===== src/rtl/pfcu_pkg.sv =====
// Shared definitions for the program-flow control unit.
//   PFCU_CLASS : inst[15:14] value that selects a PFCU instruction
//   pfcu_op_e  : inst[13:12] opcode decode
//   ERR_OVF / ERR_UNF : bit positions inside stk_err
package pfcu_pkg;

  localparam logic [1:0] PFCU_CLASS = 2'b10;

  typedef enum logic [1:0] {
    OP_JMP  = 2'b00,
    OP_JIZ  = 2'b01,
    OP_CALL = 2'b10,
    OP_RET  = 2'b11
  } pfcu_op_e;

  localparam int unsigned ERR_OVF = 0;
  localparam int unsigned ERR_UNF = 1;

endpackage


===== src/rtl/pfcu_ret_stack.sv =====
// Return-address LIFO with STK_DEPTH entries of ADDR_W bits.
// Ports:
//   clk, rst_n  : clock, async active-low reset (resets the stack pointer only)
//   push, pop   : mutually exclusive; caller guarantees no push when full / pop when empty
//   clr         : synchronous flush; a same-cycle push lands in slot 0
//   push_data   : value written on push
//   top_data    : entry at sp-1 (meaningful only when not empty)
//   full, empty : decoded from the registered stack pointer
module pfcu_ret_stack #(
  parameter int unsigned ADDR_W    = 12,
  parameter int unsigned STK_DEPTH = 8
) (
  input  logic              clk,
  input  logic              rst_n,
  input  logic              push,
  input  logic              pop,
  input  logic              clr,
  input  logic [ADDR_W-1:0] push_data,
  output logic [ADDR_W-1:0] top_data,
  output logic              full,
  output logic              empty
);

  localparam int unsigned IdxW = $clog2(STK_DEPTH);
  localparam int unsigned SpW  = IdxW + 1;

  logic [SpW-1:0]    sp_q, sp_d;
  logic [IdxW-1:0]   wr_idx, rd_idx;
  logic [ADDR_W-1:0] mem_q [STK_DEPTH];

  always_comb begin
    sp_d   = sp_q;
    wr_idx = sp_q[IdxW-1:0];
    if (clr) begin
      // Flush wins; a concurrent push restarts the stack at slot 0.
      sp_d   = push ? SpW'(1) : '0;
      wr_idx = '0;
    end else if (push) begin
      sp_d = sp_q + SpW'(1);
    end else if (pop) begin
      sp_d = sp_q - SpW'(1);
    end
  end

  assign rd_idx   = IdxW'(sp_q - SpW'(1));
  assign top_data = mem_q[rd_idx];
  assign full     = (sp_q == SpW'(STK_DEPTH));
  assign empty    = (sp_q == '0);

  always_ff @(posedge clk or negedge rst_n) begin
    if (!rst_n) begin
      sp_q <= '0;
    end else begin
      sp_q <= sp_d;
    end
  end

  // Storage is deliberately not reset.
  always_ff @(posedge clk) begin
    if (push) begin
      mem_q[wr_idx] <= push_data;
    end
  end

endmodule


===== src/rtl/pfcu_call_stack_ctrl.sv =====
// Program-flow control unit: decodes JMP/JIZ/CALL/RET and drives a registered
// new-PC value with a one-cycle write strobe; CALL/RET use a hardware return stack.
// Build option: define PFCU_STK_TRAP_EN to redirect stack overflow/underflow to TRAP_VEC.
// Ports:
//   clk, rst_n   : clock, async active-low reset
//   pfcu_en      : unit enable
//   inst_vld     : inst valid this cycle
//   inst         : 16-bit instruction word
//   alu_status   : ALU flags (bit ZERO_BIT tested by JIZ)
//   pc_cur       : address of the presented instruction
//   stk_clr      : synchronous return-stack flush (also clears stk_err)
//   pc_inp       : registered new PC
//   pc_we        : registered one-cycle PC write strobe
//   stk_empty    : stack empty
//   stk_full     : stack full
//   stk_err      : sticky {underflow, overflow}
module pfcu_call_stack_ctrl
  import pfcu_pkg::*;
#(
  parameter int unsigned ADDR_W    = 12,
  parameter int unsigned STK_DEPTH = 8,
  parameter int unsigned ZERO_BIT  = 0,
  parameter int unsigned TRAP_VEC  = 'hFFF
) (
  input  logic              clk,
  input  logic              rst_n,
  input  logic              pfcu_en,
  input  logic              inst_vld,
  input  logic [15:0]       inst,
  input  logic [7:0]        alu_status,
  input  logic [ADDR_W-1:0] pc_cur,
  input  logic              stk_clr,
  output logic [ADDR_W-1:0] pc_inp,
  output logic              pc_we,
  output logic              stk_empty,
  output logic              stk_full,
  output logic [1:0]        stk_err
);

`ifdef PFCU_STK_TRAP_EN
  localparam bit TrapEn = 1'b1;
`else
  localparam bit TrapEn = 1'b0;
`endif

  localparam logic [ADDR_W-1:0] TrapPc = ADDR_W'(TRAP_VEC);

  logic              accept;
  pfcu_op_e          op;
  logic [ADDR_W-1:0] k;
  logic [ADDR_W-1:0] top_data;
  logic              push, pop, ovf, unf;
  logic [ADDR_W-1:0] pc_q, pc_d;
  logic              we_q, we_d;
  logic [1:0]        err_q, err_d;
  logic              unused_bits;

  assign accept      = pfcu_en && inst_vld && (inst[15:14] == PFCU_CLASS);
  assign op          = pfcu_op_e'(inst[13:12]);
  assign k           = inst[ADDR_W-1:0];
  assign unused_bits = ^{alu_status, inst};

  always_comb begin
    pc_d = pc_q;
    we_d = 1'b0;
    push = 1'b0;
    pop  = 1'b0;
    ovf  = 1'b0;
    unf  = 1'b0;
    if (accept) begin
      unique case (op)
        OP_JMP: begin
          we_d = 1'b1;
          pc_d = k;
        end
        OP_JIZ: begin
          if (alu_status[ZERO_BIT]) begin
            we_d = 1'b1;
            pc_d = k;
          end
        end
        OP_CALL: begin
          // A same-cycle flush empties the stack, so the push is always legal then.
          we_d = 1'b1;
          if (stk_full && !stk_clr) begin
            ovf  = 1'b1;
            pc_d = TrapEn ? TrapPc : k;
          end else begin
            push = 1'b1;
            pc_d = k;
          end
        end
        OP_RET: begin
          if (stk_empty || stk_clr) begin
            unf = 1'b1;
            if (TrapEn) begin
              we_d = 1'b1;
              pc_d = TrapPc;
            end
          end else begin
            pop  = 1'b1;
            we_d = 1'b1;
            pc_d = top_data;
          end
        end
      endcase
    end
  end

  always_comb begin
    err_d          = stk_clr ? 2'b00 : err_q;
    err_d[ERR_OVF] = err_d[ERR_OVF] | ovf;
    err_d[ERR_UNF] = err_d[ERR_UNF] | unf;
  end

  always_ff @(posedge clk or negedge rst_n) begin
    if (!rst_n) begin
      pc_q  <= '0;
      we_q  <= 1'b0;
      err_q <= 2'b00;
    end else begin
      pc_q  <= pc_d;
      we_q  <= we_d;
      err_q <= err_d;
    end
  end

  pfcu_ret_stack #(
    .ADDR_W   (ADDR_W),
    .STK_DEPTH(STK_DEPTH)
  ) u_ret_stack (
    .clk      (clk),
    .rst_n    (rst_n),
    .push     (push),
    .pop      (pop),
    .clr      (stk_clr),
    .push_data(pc_cur + ADDR_W'(1)),
    .top_data (top_data),
    .full     (stk_full),
    .empty    (stk_empty)
  );

  assign pc_inp  = pc_q;
  assign pc_we   = we_q;
  assign stk_err = err_q;

endmodule


===== config.mk =====
export PLATFORM = sky130hd
export DESIGN_NAME = pfcu_call_stack_ctrl
export DESIGN_NICKNAME = d
export VERILOG_FILES = /design/src/rtl/pfcu_pkg.sv /design/src/rtl/pfcu_ret_stack.sv /design/src/rtl/pfcu_call_stack_ctrl.sv
export SDC_FILE = /design/constraint.sdc
export NUM_CORES = 1
export LEC_CHECK = 0
export BUFFER_PORTS_ARGS = -buffer_cell sky130_fd_sc_hd__buf_4
export CAP_MARGIN = 20
export CORE_ASPECT_RATIO = 1.2
export CORE_MARGIN = 2
export CORE_UTILIZATION = 50
export CTS_CLUSTER_DIAMETER = 100
export DETAILED_ROUTE_END_ITERATION = 10
export PLACE_DENSITY = 0.85
export SYNTH_ARGS = -nofsm -noshare
export SYNTH_HDL_FRONTEND = slang
export SYNTH_HIERARCHICAL = 1
export SYNTH_SLANG_ARGS = --single-unit

===== constraint.sdc =====
create_clock -name clk -period 3.2 [get_ports clk]
set_input_delay 0.16 -clock clk [delete_from_list [all_inputs] [get_ports clk]]
set_output_delay 0.16 -clock clk [all_outputs]
set_load 0.1 [all_outputs]

; Word level (Yosys, flattened, before mapping)
; Memory sizes are Yosys's and may differ from the RTL's.
; Cells that the tools add are included.
[word_totals]
regBits = 19
latch_bits = 0
ramBits = 96
rom_bits = 0
elab_cells = 53
memories = 1
[memory_table]
columns = memory, words, word_bits, rd, rd_ports_with_merged_regs, write_ports, line_no
row1 = u_ret_stack.mem_q, 8, 12, 1, 0, 1, pfcu_ret_stack.sv:29  ; logic [ADDR_W-1:0] mem_q [STK_DEPTH];
[classes]
add_sub_neg = 3
multipliers = 0
div = 0
n_lt_le_gt_ge = 0
n_eq_ne = 7
n_shift = 0
mux = 26
n_bitwise = 2
reduce_logical = 10
[ops]
columns = op, count
row1 = $pmux 12 s3, 1
row2 = $mux 12, 2
row3 = $mux 1, 17
row4 = $add 12x1->12 const B, 1
row5 = $mux 4, 3
row6 = $eq 2x2->1 const B, 3
row7 = $add 4x1->4 const B, 1
row8 = $eq 4x4->1 const B, 1
row9 = $logic_not 4->1, 1
row10 = $ne 2x2->1 const B, 2
row11 = $sub 4x1->4 const B, 1
row12 = $logic_and 1x1->1, 3
row13 = $mux 3, 1
row14 = $pmux 1 s3, 1
row15 = $reduce_and 3->1, 1
row16 = $reduce_bool 3->1, 1
row17 = $eq 2x1->1 const B, 1
row18 = $logic_not 2->1, 1
row19 = $mux 2, 1
row20 = $or 1x1->1, 2
row21 = $reduce_or 2->1, 1
row22 = $logic_not 1->1, 1
row23 = $logic_or 1x1->1, 1

; Longest topological paths before layout
; Gate-level depths: netlist of the first run.
[logic_depth]
word_depth = 8
depth_mapped = 9
depth_no_buf = 8

; Modules after synthesis
; The synthesis of the first run kept the hierarchy.
[by_module_without_submodules]
columns = module, instances, cells_per_inst, area_each_um2, seq_area_each_um2
row1 = pfcu_ret_stack, 1, 185, 4008.8, 2982.9
row2 = pfcu_call_stack_ctrl, 1, 86, 975.9, 375.4

; Worst setup path before layout of the first run
; No wires, ideal clock.
[synth_timing]
kind = reg2reg
from = register u_ret_stack.sp_q[0]
to = register u_ret_stack.sp_q[3]
arrival_time_ns = 4.252
setup_slack_ns = -1.177
stages_incl_launch_ff = 8
path_buffers = 1
period_less_slack_ns = 4.377
path_cell_list = dfrtp_1 buf_4 inv_1 ha_1 nor3b_1 nor3_1 a31oi_1 mux2_2
[synth_via]
word_cells_on_any_way = 16
classes_between = add/sub: 2 / eq/ne: 1 / mux: 9 / reduce/logical: 4
[synth_lines]
columns = element, line_no
row1 = "start, declared", pfcu_ret_stack.sv:27  ; logic [SpW-1:0] sp_q, sp_d;
row2 = "start signal, assigned", pfcu_ret_stack.sv:54  ; sp_q <= sp_d;
row3 = $logic_not 4->1, pfcu_ret_stack.sv:48  ; assign empty = (sp_q == '0);
row4 = net stk_empty, pfcu_call_stack_ctrl.sv:35  ; output logic stk_empty,
row5 = $logic_or 1x1->1, pfcu_call_stack_ctrl.sv:94  ; if (stk_empty || stk_clr) begin
row6 = $mux 1, pfcu_call_stack_ctrl.sv:94
row7 = $mux 1, pfcu_call_stack_ctrl.sv:71  ; unique case (op)
row8 = $mux 1, pfcu_call_stack_ctrl.sv:70  ; if (accept) begin
row9 = net pop, pfcu_call_stack_ctrl.sv:52  ; logic push, pop, ovf, unf;
row10 = $reduce_bool 3->1 (no line), -
; The timed path passes the listed nets, and every way through them passes these cells. The select of a mux whose other input is x is not followed.
; A chain may end at the register's enable or synchronous reset.

; Worst setup path in the final report of the first run
[layout_timing]
from = register u_ret_stack.sp_q[1]
to = memory u_ret_stack.mem_q[2][6] (enable)
[layout_via]
elab_chain_cells = 7
word_cells_on_any_way = 8
classes_between = eq/ne: 1 / mux: 6 / reduce/logical: 1
[layout_lines]
columns = element, line_no
row1 = $eq 4x4->1, pfcu_ret_stack.sv:47  ; assign full = (sp_q == SpW'(STK_DEPTH));
row2 = $logic_and 1x1->1, pfcu_call_stack_ctrl.sv:85  ; if (stk_full && !stk_clr) begin
row3 = $mux 1, pfcu_call_stack_ctrl.sv:85
row4 = $mux 1, pfcu_call_stack_ctrl.sv:71
row5 = $mux 1, pfcu_call_stack_ctrl.sv:70
row6 = net push, pfcu_call_stack_ctrl.sv:52
row7 = $mux 1, pfcu_ret_stack.sv:60  ; if (push) begin
row8 = $mux 1 (not written as such), pfcu_ret_stack.sv:61  ; mem_q[wr_idx] <= push_data;
row9 = "end, declared", pfcu_ret_stack.sv:29
; The timed path passes the listed nets, and every way through them passes these cells.

==> results of run 1 <==
[worst max-delay path, stage by stage (launching register included)]
cell      delay (ns)
dfrtp_1         0.42
inv_1           0.08
ha_1            0.24
and3b_1         0.20
inv_1           0.06
o2111a_1        0.31
inv_1           0.11
or3_1           0.43
nor3_2          0.13
buf_4           0.27
[flip-flops by register name, indices dropped and copies added, names as in the netlist]
register and cells:
stk_err 2, pc_we 1, pc_inp 12, u_ret_stack/mem_q 96, u_ret_stack/sp_q 4
[metal layers]
layer  track usage  vias to the layer above  part of all wire
li1              -                     1233                 -
met1         0.243                     1385              0.41
met2         0.330                       95              0.52
met3        0.0535                       12             0.053
met4        0.0870                        0             0.016
met5             0                        -                 0
[worst min-delay path by stage]
stage                      end  cells past startpoint
floorplan            pc_inp[0]                      0
global placement    stk_err[0]                      1
detailed placement  stk_err[1]                      1
CTS                 stk_err[0]                      2
global route        stk_err[0]                      2
finish              stk_err[0]                      2
[stage by stage]
stage / cell area, µm² / hold slack, ns / setup WS [ns] / setup TNS [ns]
final: 6120 / 0.0244 / 0.619 / 0
after floorplan: 5000 / -0.136 / -0.129 / -6.06
after global placement: 5560 / 0.0504 / 0.714 / 0
after detailed placement: 5560 / 0.0554 / 0.658 / 0
after global routing: 6120 / 0.0413 / 0.438 / 0
after CTS: 6120 / 0.0111 / 0.640 / 0
[kinds of logic after synthesis]
| logic type | Yosys count | synth area share |
|---|---|---|
| mux | 61 | 0.210 |
| xor+xnor | 11 | 0.0193 |
| flops | 115 | 0.674 |
| buf+inv | 20 | 0.0213 |
| compound gates | 8 | 0.0136 |
| simple gates | 53 | 0.0545 |
| fa+ha+maj | 3 | 0.00753 |
[placed cells by master, fill, tap and decap left out, drive strengths merged, types with 2 or more instances in the layout]
cell type	n
and3b	2
buf	63
clkbuf	22
clkinv	6
clkinvlp	3
dfrtp	19
edfxtp	96
ha	3
inv	9
mux2	37
mux4	24
nand2	7
nand3	6
nor2	17
nor2b	2
nor3	7
nor3b	3
or3	2
xnor2	5
xor2	6
[power groups by stage]
stage	Combinational, mW	Clock (mW)	Sequential (mW)
after global placement	0.555	0	1.72
after floorplan	0.127	0	2.02
final	0.564	1.74	1.70
after CTS	0.567	1.76	1.70
after detailed placement	0.563	0	1.73
after global routing	0.589	1.84	1.70
[layout make-up]
class	count	area, µm²	share of cell area
Inverter	9	33.8	0.00552
Clock inverter	10	82.6	0.0135
Timing Repair Buffer	64	483	0.0789
Tap cell	123	154	0.0251
Clock buffer	22	475	0.0776
Sequential cell	115	3360	0.548
Multi-Input combinational cell	136	1540	0.251
==> impl_metrics.csv, run 1 <==
group,metric,value,unit
outcome,status,"complete, no violations",
worst_setup_path,critPathRequiredTime,3.29,ns
place,dpl.hpwl,5960,µm
worst_setup_path,path_max_fanout,12,
logic_synthesis,netlist_area,0.00498,mm²
logic_synthesis,netlist_instances,271,
clock_tree,path_clk_slew,0.05,ns
timing,max-slew-margin-rel,0.536,
logic_synthesis,synthArstFlopShare,0.165,
worst_setup_path,endpoint,"u_ret_stack/mem_q[2][6]",
worst_setup_path,critPathKind,"reg2reg",
timing,timing.final.max_slew_violations,0,
timing,fmax,0.387,GHz
power_and_ir_drop,p_leak,2.22,nW
route,dr.pass1.iters,4,
timing,skew,0.00786,ns
logic_synthesis,yosysTopAreaCell,"edfxtp_1",
power_and_ir_drop,total_power,4.00,mW
die,fp.dieW,95.2,µm
power_and_ir_drop,power.internal,2.96,mW
power_and_ir_drop,swShare,0.260,
place,dp_cells,446,
logic_synthesis,yosys_register_bits,115,
timing,min_period,2.58,ns
worst_setup_path,critPathArrivalTime,2.67,ns
worst_setup_path,crit_path_end_kind,"flop",
route,drt-total-wl,9590,µm
power_and_ir_drop,pwr-share-comb,0.141,
final_layout,fillerInstances,616,
clock_tree,clockBufferDepth,2,
power_and_ir_drop,clkPwrFrac,0.434,
route,drtIter0Drc,189,
timing,worst_pin_slew,0.691,ns
clock_tree,insertion_delay,0.41,ns
grt,grt_pass1_wl,14900,µm
route,antenna_left,0,
grt,grt_pass1_vias,2736,
clock_tree,post_cts_buffers,0,
logic_synthesis,avgSynthCellArea,18.4,µm²
logic_synthesis,yosys.cell_count.top_type,"edfxtp_1",
final_layout,stdcell_count,479,
job,drv_cap,0,
logic_synthesis,synthTopCellsByCount,"96 x edfxtp_1, 28 x mux2_2, 19 x dfrtp_1",
final_layout,antenna_cells,0,
logic_synthesis,synthDistinctLibCells,37,
final_layout,drive_above_1_share,0.404,
power_and_ir_drop,switching_power,1.04,mW
final_layout,fin_util,0.637,
logic_synthesis,seq_area_frac_synth,0.674,
worst_setup_path,crit_start,"u_ret_stack/sp_q[1]",
logic_synthesis,syn_nets,315,
timing,finalCritPeriodShare,0.807,
logic_synthesis,synth_flop_cell,"edfxtp_1",
die,fp.dieArea,0.0108,mm²
clock_tree,cts_resized,0,
die,die_h,113,µm
place,place_congestion,0.723,
clock_tree,cts-hold-fix-buffers,1,
die,rows,39,
timing,setup_viol,0,
clock_tree,cts_tree,"yes",
grt,grt-ovfl-total,0,
final_layout,area_growth,22.9,%
clock_tree,htree_num_levels,4,
die,core-area,0.00961,mm²
min_path,hp-start,"stk_clr",
grt,antenna_found_initial,0,
worst_setup_path,rr_worst_depth,9,
route,drc,0,
worst_setup_path,timing.rr.start,"u_ret_stack/sp_q[1]",
timing,finalHoldViolCount,0,
logic_synthesis,synth.area.top_cells,"edfxtp_1 58%, dfrtp_1 9.5%, mux4_1 7.9%, mux2_2 6.3%, mux4_2 4.1%",
power_and_ir_drop,p_seq_frac,0.425,
clock_tree,clock-root-buffer,"clkbuf_16",
final_layout,nets,387,
route,vias,2725,
logic_synthesis,synth_edf_count,96,
grt,grt_max_degree,32,
die,initial_utilization,0.519,
route,routedWlPerCell,20.0,µm
die,ios,58,
logic_synthesis,yosysTopAreaCellShare,0.578,
grt,grtUsageTotal,0.198,
timing,rsz0062_at_grt,"no",
power_and_ir_drop,p_per_area,653,mW/mm²
clock_tree,cts_sinks,115,
logic_synthesis,synth_warnings,6,
place,io_buffers,50,
power_and_ir_drop,vdd_drop_max,355,µV
route,vias_per_cell,5.69,
clock_tree,cts_made_buffers,17,
worst_setup_path,regToRegEndpoint,"u_ret_stack/mem_q[2][6]",
min_path,hold_class,"in2reg",
worst_setup_path,worstSetupStartpointType,"flop",
worst_setup_path,r2r_slack,0.62,ns
(Power assumes the default switching activity.)
==> run 2, diff against run 1 <==
Settings changed: PLACE_DENSITY 0.85 to 0.82.
Clock period 3.2 ns to 2.6 ns, I/O delays scaled along.
==> run 2 against run 1 <==
Effect of this change:
- sequential cell count unchanged
- sequential share of layout area shrank 1.1 points
- register-to-register slack worse by 0.51 ns
- hold slack better by 0.026 ns
- largest cell class unchanged
- non-clock buffer count shrank 3
- clock-buffer cell count is 4 lower
- utilization up 1.3 points
- critical path type unchanged
- routed wire length decreased by 2.7%
- die area did not move
==> impl_metrics.csv, run 2 (same netlist as run 1, synthesis figures left out) <==
group,metric,value,unit
power_and_ir_drop,clkPwrFrac,0.450,
route,routedWlPerCell,19.6,µm
final_layout,design_area,0.00625,mm²
power_and_ir_drop,swShare,0.259,
route,drt-total-wl,9330,µm
worst_setup_path,critPathArrivalTime,2.55,ns
timing,fin_ws,0.106,ns
die,ios,58,
worst_setup_path,worstSetupStartpointType,"flop",
route,vias,2686,
final_layout,fillerInstances,595,
clock_tree,insertion_delay,0.41,ns
power_and_ir_drop,p_per_area,812,mW/mm²
timing,fmax,0.401,GHz
timing,skew,0.00607,ns
power_and_ir_drop,p_seq_frac,0.412,
final_layout,top_register,"u_ret_stack/mem_q",
route,drc,0,
final_layout,antenna_cells,0,
die,fp.dieW,95.2,µm
place,place_ws,0.130,ns
worst_setup_path,critPathRequiredTime,2.65,ns
clock_tree,htree_num_levels,4,
grt,grtUsageTotal,0.191,
worst_setup_path,crit_path_end_kind,"flop",
min_path,hp-start,"inst[13]",
power_and_ir_drop,vdd_drop_max,432,µV
grt,antenna_found_initial,0,
worst_setup_path,r2r_slack,0.11,ns
grt,grt_pass1_wl,14700,µm
worst_setup_path,timing.rr.start,"u_ret_stack/sp_q[1]",
final_layout,largest_register_ffs,96,
timing,timing.final.max_slew_violations,0,
clock_tree,clock-root-buffer,"clkbuf_16",
final_layout,nets,384,
route,antenna_left,0,
place,place_congestion,0.721,
final_layout,seq_area,0.00336,mm²
timing,max-slew-margin-rel,0.576,
die,fp.dieArea,0.0108,mm²
power_and_ir_drop,p_leak,2.23,nW
grt,grt_pass1_vias,2830,
clock_tree,path_clk_slew,0.05,ns
place,dpl.hpwl,5800,µm
place,io_buffers,50,
die,core-area,0.00961,mm²
grt,grt-ovfl-total,0,
timing,finalHoldViolCount,0,
min_path,hold_class,"in2reg",
power_and_ir_drop,total_power,5.08,mW
final_layout,fin_util,0.650,
clock_tree,clockBufferDepth,2,
power_and_ir_drop,switching_power,1.32,mW
timing,finalCritPeriodShare,0.959,
final_layout,multiInputGateArea,0.00162,mm²
final_layout,area_growth,25.3,%
worst_setup_path,critPathKind,"reg2reg",
die,die_h,113,µm
job,drv_cap,0,
route,drtIter0Drc,162,
clock_tree,cts_sinks,115,
die,rows,39,
worst_setup_path,regToRegEndpoint,"u_ret_stack/mem_q[3][8]",
power_and_ir_drop,pwr-share-comb,0.137,
route,dr.pass1.iters,4,
timing,worst_pin_slew,0.632,ns
worst_setup_path,path_max_fanout,12,
timing,setup_viol,0,
clock_tree,post_cts_buffers,0,
route,vias_per_cell,5.64,
grt,grt_max_degree,32,
clock_tree,cts_made_buffers,17,
worst_setup_path,crit_start,"u_ret_stack/sp_q[1]",
worst_setup_path,rr_worst_depth,8,
worst_setup_path,endpoint,"u_ret_stack/mem_q[3][8]",
outcome,status,"complete, no violations",
final_layout,drive_above_1_share,0.433,
final_layout,final_cell_mix,"96 x edfxtp_1, 56 x buf_4, 28 x mux2_2, 18 x dfrtp_1, 17 x clkbuf_16",
power_and_ir_drop,power.internal,3.76,mW
die,initial_utilization,0.519,
clock_tree,cts_tree,"yes",
timing,whs,0.0505,ns
final_layout,final_common_cell,"edfxtp_1",
place,place_area,0.00563,mm²
timing,min_period,2.49,ns
## run 2: changes by cell type in the layout (fill, tap and decap cells not counted), sizes merged
cell	delta
inv	+2
clkinv	+2
dlygate4sd3	+1
buf	-4
clkinvlp	-2
clkbuf	-4
bufinv	+2
## run 2: critical path, stage by stage, from the launching register on
cell      delay (ns)
dfrtp_1         0.44
inv_1           0.12
ha_4            0.19
and3b_4         0.18
inv_2           0.04
o2111a_2        0.31
inv_2           0.07
or3_4           0.41
nor2_4          0.38
## run 2: power by group through the flow
stage	clock, mW	combinational [mW]	sequential, mW
after global placement	0	0.685	2.12
after CTS	2.32	0.699	2.09
final	2.29	0.697	2.09
after floorplan	0	0.158	2.49
after global routing	2.41	0.725	2.10
after detailed placement	0	0.694	2.13
## run 2: final cells by class
| type | instances | area share |
|---|---|---|
| Sequential cell | 115 | 0.538 |
| Inverter | 9 | 0.00581 |
| Tap cell | 123 | 0.0246 |
| Timing Repair Buffer | 61 | 0.0787 |
| Multi-Input combinational cell | 136 | 0.259 |
| Clock buffer | 18 | 0.0687 |
| Clock inverter | 14 | 0.0258 |
## run 2: what timing repair did
| item | 4_1_cts | 5_1_grt |
|---|---|---|
| hold buffers | 2 | 0 |
| endpoints found under the setup margin | 0 | 26 |
| endpoints found under the hold margin | 22 | 0 |
| gates resized for setup | 0 | 2 |
## run 2: worst min path at each step
stage / to / cells past startpoint
final: stk_err[0] / 3
after global routing: stk_err[1] / 3
after CTS: stk_err[0] / 3
after detailed placement: stk_err[1] / 1
after global placement: stk_err[1] / 1
after floorplan: pc_inp[0] / 0
## run 2: metal layers
metal | GRT usage | vias up | routed length (µm)
met5 | 0 | - | 0
met4 | 0.0966 | 0 | 189
met3 | 0.0469 | 13 | 393
met2 | 0.308 | 97 | 4800
met1 | 0.239 | 1349 | 3940
li1 | - | 1227 | -
## run 2: per-stage QoR
| stage | instances | setup TNS [ns] |
|---|---|---|
| after CTS | 476 | 0 |
| final | 476 | 0 |
| after floorplan | 271 | -1.27 |
| after global routing | 476 | -0.0468 |
| after global placement | 442 | 0 |
| after detailed placement | 442 | 0 |
==> run 3, diff against run 2 <==
Settings changed: ABC_AREA set to 1.
==> run 3 against run 2 <==
Effect of this change:
- non-clock buffer count increased by 4
- critical path depth is the same
- synthesized cell count grew 100%
- final cell count rose by 56%
- sequential cell count stayed put
- sequential power hardly changed
- fmax is 8.2% higher
- register-to-register slack better by 0.19 ns
- power fell by 1.4%
- combinational power shrank 2.9%
- largest cell class unchanged
==> impl_metrics.csv, run 3 <==
group,metric,value,unit
route,routedWlPerCell,15.3,µm
grt,grt_pass1_vias,3866,
clock_tree,insertion_delay,0.41,ns
worst_setup_path,critPathArrivalTime,2.41,ns
logic_synthesis,netlist_area,0.00524,mm²
die,rows,40,
logic_synthesis,seq_area_frac_synth,0.641,
timing,fin_ws,0.295,ns
final_layout,stdcell_count,741,
timing,skew,0.00530,ns
power_and_ir_drop,p_per_area,786,mW/mm²
clock_tree,post_cts_buffers,0,
outcome,status,"complete, no violations",
clock_tree,cts_sinks,115,
logic_synthesis,synth_flop_cell,"edfxtp_1",
timing,fmax,0.434,GHz
worst_setup_path,crit_path_end_kind,"flop",
logic_synthesis,avgSynthCellArea,9.67,µm²
power_and_ir_drop,total_power,5.00,mW
timing,rsz0062_at_grt,"no",
route,vias,3998,
min_path,hp-start,"inst[12]",
worst_setup_path,cp_top_family,"compound AO/OA/AOI/OAI gates",
final_layout,design_area,0.00636,mm²
logic_synthesis,synth_edf_count,96,
final_layout,antenna_cells,0,
grt,antenna_found_initial,0,
power_and_ir_drop,vdd_drop_max,467,µV
worst_setup_path,critPathKind,"reg2reg",
worst_setup_path,cp_cell_sequence,"inv_1, ha_1, nand2_1, nor2_4, a21oi_1, o21ai_1, nor2_2, buf_4",
min_path,hold_class,"in2reg",
die,die_h,116,µm
logic_synthesis,yosysTopAreaCellShare,0.550,
min_path,min_path_cells,4,
clock_tree,cts_tree,"yes",
worst_setup_path,r2r_slack,0.29,ns
worst_setup_path,cp_num_cells,8,
logic_synthesis,synthDistinctLibCells,27,
grt,grt-ovfl-total,0,
place,dpl.hpwl,7290,µm
logic_synthesis,synth.area.top_cells,"edfxtp_1 55%, nand2_1 14%, dfrtp_1 9.1%, nor2_1 6.0%, o21ai_1 3.3%",
grt,grt_pass1_wl,18400,µm
final_layout,area_growth,21.4,%
timing,worst_pin_slew,0.642,ns
timing,max-slew-margin-rel,0.569,
timing,finalCritPeriodShare,0.887,
place,place_congestion,0.808,
clock_tree,htree_num_levels,4,
min_path,min_to,"stk_err[0]",
logic_synthesis,synthTopCellsByCount,"193 x nand2_1, 96 x edfxtp_1, 84 x nor2_1",
power_and_ir_drop,p_leak,2.68,nW
place,place_ws,0.216,ns
grt,grtUsageTotal,0.213,
worst_setup_path,worstSetupStartpointType,"flop",
clock_tree,clock-root-buffer,"clkbuf_16",
timing,setup_viol,0,
clock_tree,path_clk_slew,0.05,ns
logic_synthesis,yosys.cell_count.top_type,"nand2_1",
die,core-area,0.0101,mm²
logic_synthesis,yosysTopAreaCell,"edfxtp_1",
final_layout,top_register,"u_ret_stack/mem_q",
final_layout,final_cell_mix,"193 x nand2_1, 96 x edfxtp_1, 77 x nor2_1, 63 x buf_4, 35 x o21ai_1",
die,fp.dieArea,0.0113,mm²
worst_setup_path,max_stage_delay,0.43,ns
die,fp.dieW,97.5,µm
logic_synthesis,synthArstFlopShare,0.165,
final_layout,drive_above_1_share,0.184,
logic_synthesis,synth_warnings,6,
clock_tree,cts_made_buffers,17,
worst_setup_path,rr_worst_depth,8,
worst_setup_path,regToRegEndpoint,"u_ret_stack/mem_q[6][5]",
logic_synthesis,syn_nets,586,
worst_setup_path,crit_buf_inv,2,
job,drv_cap,0,
route,drc,0,
worst_setup_path,critPathRequiredTime,2.71,ns
die,initial_utilization,0.518,
final_layout,largest_register_ffs,96,
route,drt-total-wl,11400,µm
timing,min_period,2.31,ns
worst_setup_path,crit_path_top_delay_cell,"dfrtp_1",
worst_setup_path,timing.rr.start,"u_ret_stack/sp_q[1]",
route,dr.pass1.iters,5,
final_layout,nets,646,
grt,grt_max_degree,54,
timing,timing.final.max_slew_violations,0,
route,drtIter0Drc,376,
route,antenna_left,0,
logic_synthesis,netlist_instances,542,
clock_tree,clockBufferDepth,2,
final_layout,final_common_cell,"nand2_1",
logic_synthesis,yosys_register_bits,115,
place,io_buffers,50,
die,ios,58,
place,dp_cells,708,
worst_setup_path,path_max_fanout,9,
timing,finalHoldViolCount,0,
route,vias_per_cell,5.40,
place,place_area,0.00576,mm²
[run 3: cell count changes after synthesis, moves of 9 or more]
cell / before / now
mux2_2: 28 / 0
mux4_1: 15 / 0
mux4_2: 9 / 0
o21ai_0: 0 / 17
nand3_1: 6 / 22
nor2_1: 17 / 84
buf_2: 4 / 14
nand2_1: 7 / 193
mux2_4: 9 / 0
o21ai_1: 0 / 35
inv_1: 9 / 19
[run 3: report_power, final]
group | switching, mW | internal (mW)
Sequential | 0.0246 | 2.05
Combinational | 0.522 | 0.154
Clock | 0.802 | 1.44
Total | 1.35 | 3.65
[run 3: kinds of logic after synthesis]
logic type,count (synthesis),synth area share
DFF,115,0.641
and+or+nand+nor,311,0.235
xor gates and xnor gates,9,0.0165
buffers and inverters,48,0.0470
AOI/OAI and AO/OA,56,0.0540
adders and majority gates,3,0.00716
[run 3: final cells by class]
class | instances | area (µm²)
Inverter | 24 | 93.8
Multi-Input combinational cell | 379 | 1660
Tap cell | 126 | 158
Clock inverter | 12 | 101
Timing Repair Buffer | 65 | 503
Sequential cell | 115 | 3360
Fill cell | 812 | 3750
Clock buffer | 20 | 489
[run 3: tightest hold or removal path, delay by kind of cell]
kind	cells	cell delay, ns
buf+inv	2	0.14
compound gates	1	0.07
simple gates	1	0.06
[run 3: what timing repair did]
action,4_1_cts,5_1_grt
gates resized for setup,0,1
hold buffers,1,0
hold endpoints to repair,19,0
setup endpoints to repair,0,7
[run 3: through the flow]
step / hold slack, ns / util / setup TNS, ns
after floorplan: -0.166 / - / -8.68
after global placement: 0.0192 / 0.570 / 0
after detailed placement: 0.0212 / 0.570 / 0
after CTS: 0.0258 / 0.629 / 0
after global routing: 0.0472 / 0.629 / 0
final: 0.0411 / 0.629 / 0
[run 3: metal layers]
| metal | track usage | vias to the layer above | wire, µm |
|---|---|---|---|
| met5 | 0 | - | 0 |
| met4 | 0.105 | 0 | 210 |
| met3 | 0.0616 | 16 | 822 |
| met2 | 0.360 | 165 | 5600 |
| met1 | 0.254 | 1902 | 4740 |
| li1 | - | 1915 | - |
[run 3: worst max path at each step]
stage	from	to	slack, ns
after global routing	u_ret_stack/sp_q[1]	u_ret_stack/mem_q[6][5]	0.1
after global placement	u_ret_stack/sp_q[1]	u_ret_stack/mem_q[6][5]	0.33
final	u_ret_stack/sp_q[1]	u_ret_stack/mem_q[6][5]	0.29
after detailed placement	u_ret_stack/sp_q[1]	u_ret_stack/mem_q[6][8]	0.22
after CTS	u_ret_stack/sp_q[1]	u_ret_stack/mem_q[6][5]	0.21
after floorplan	u_ret_stack/sp_q[0]	u_ret_stack/mem_q[0][0]	-0.18
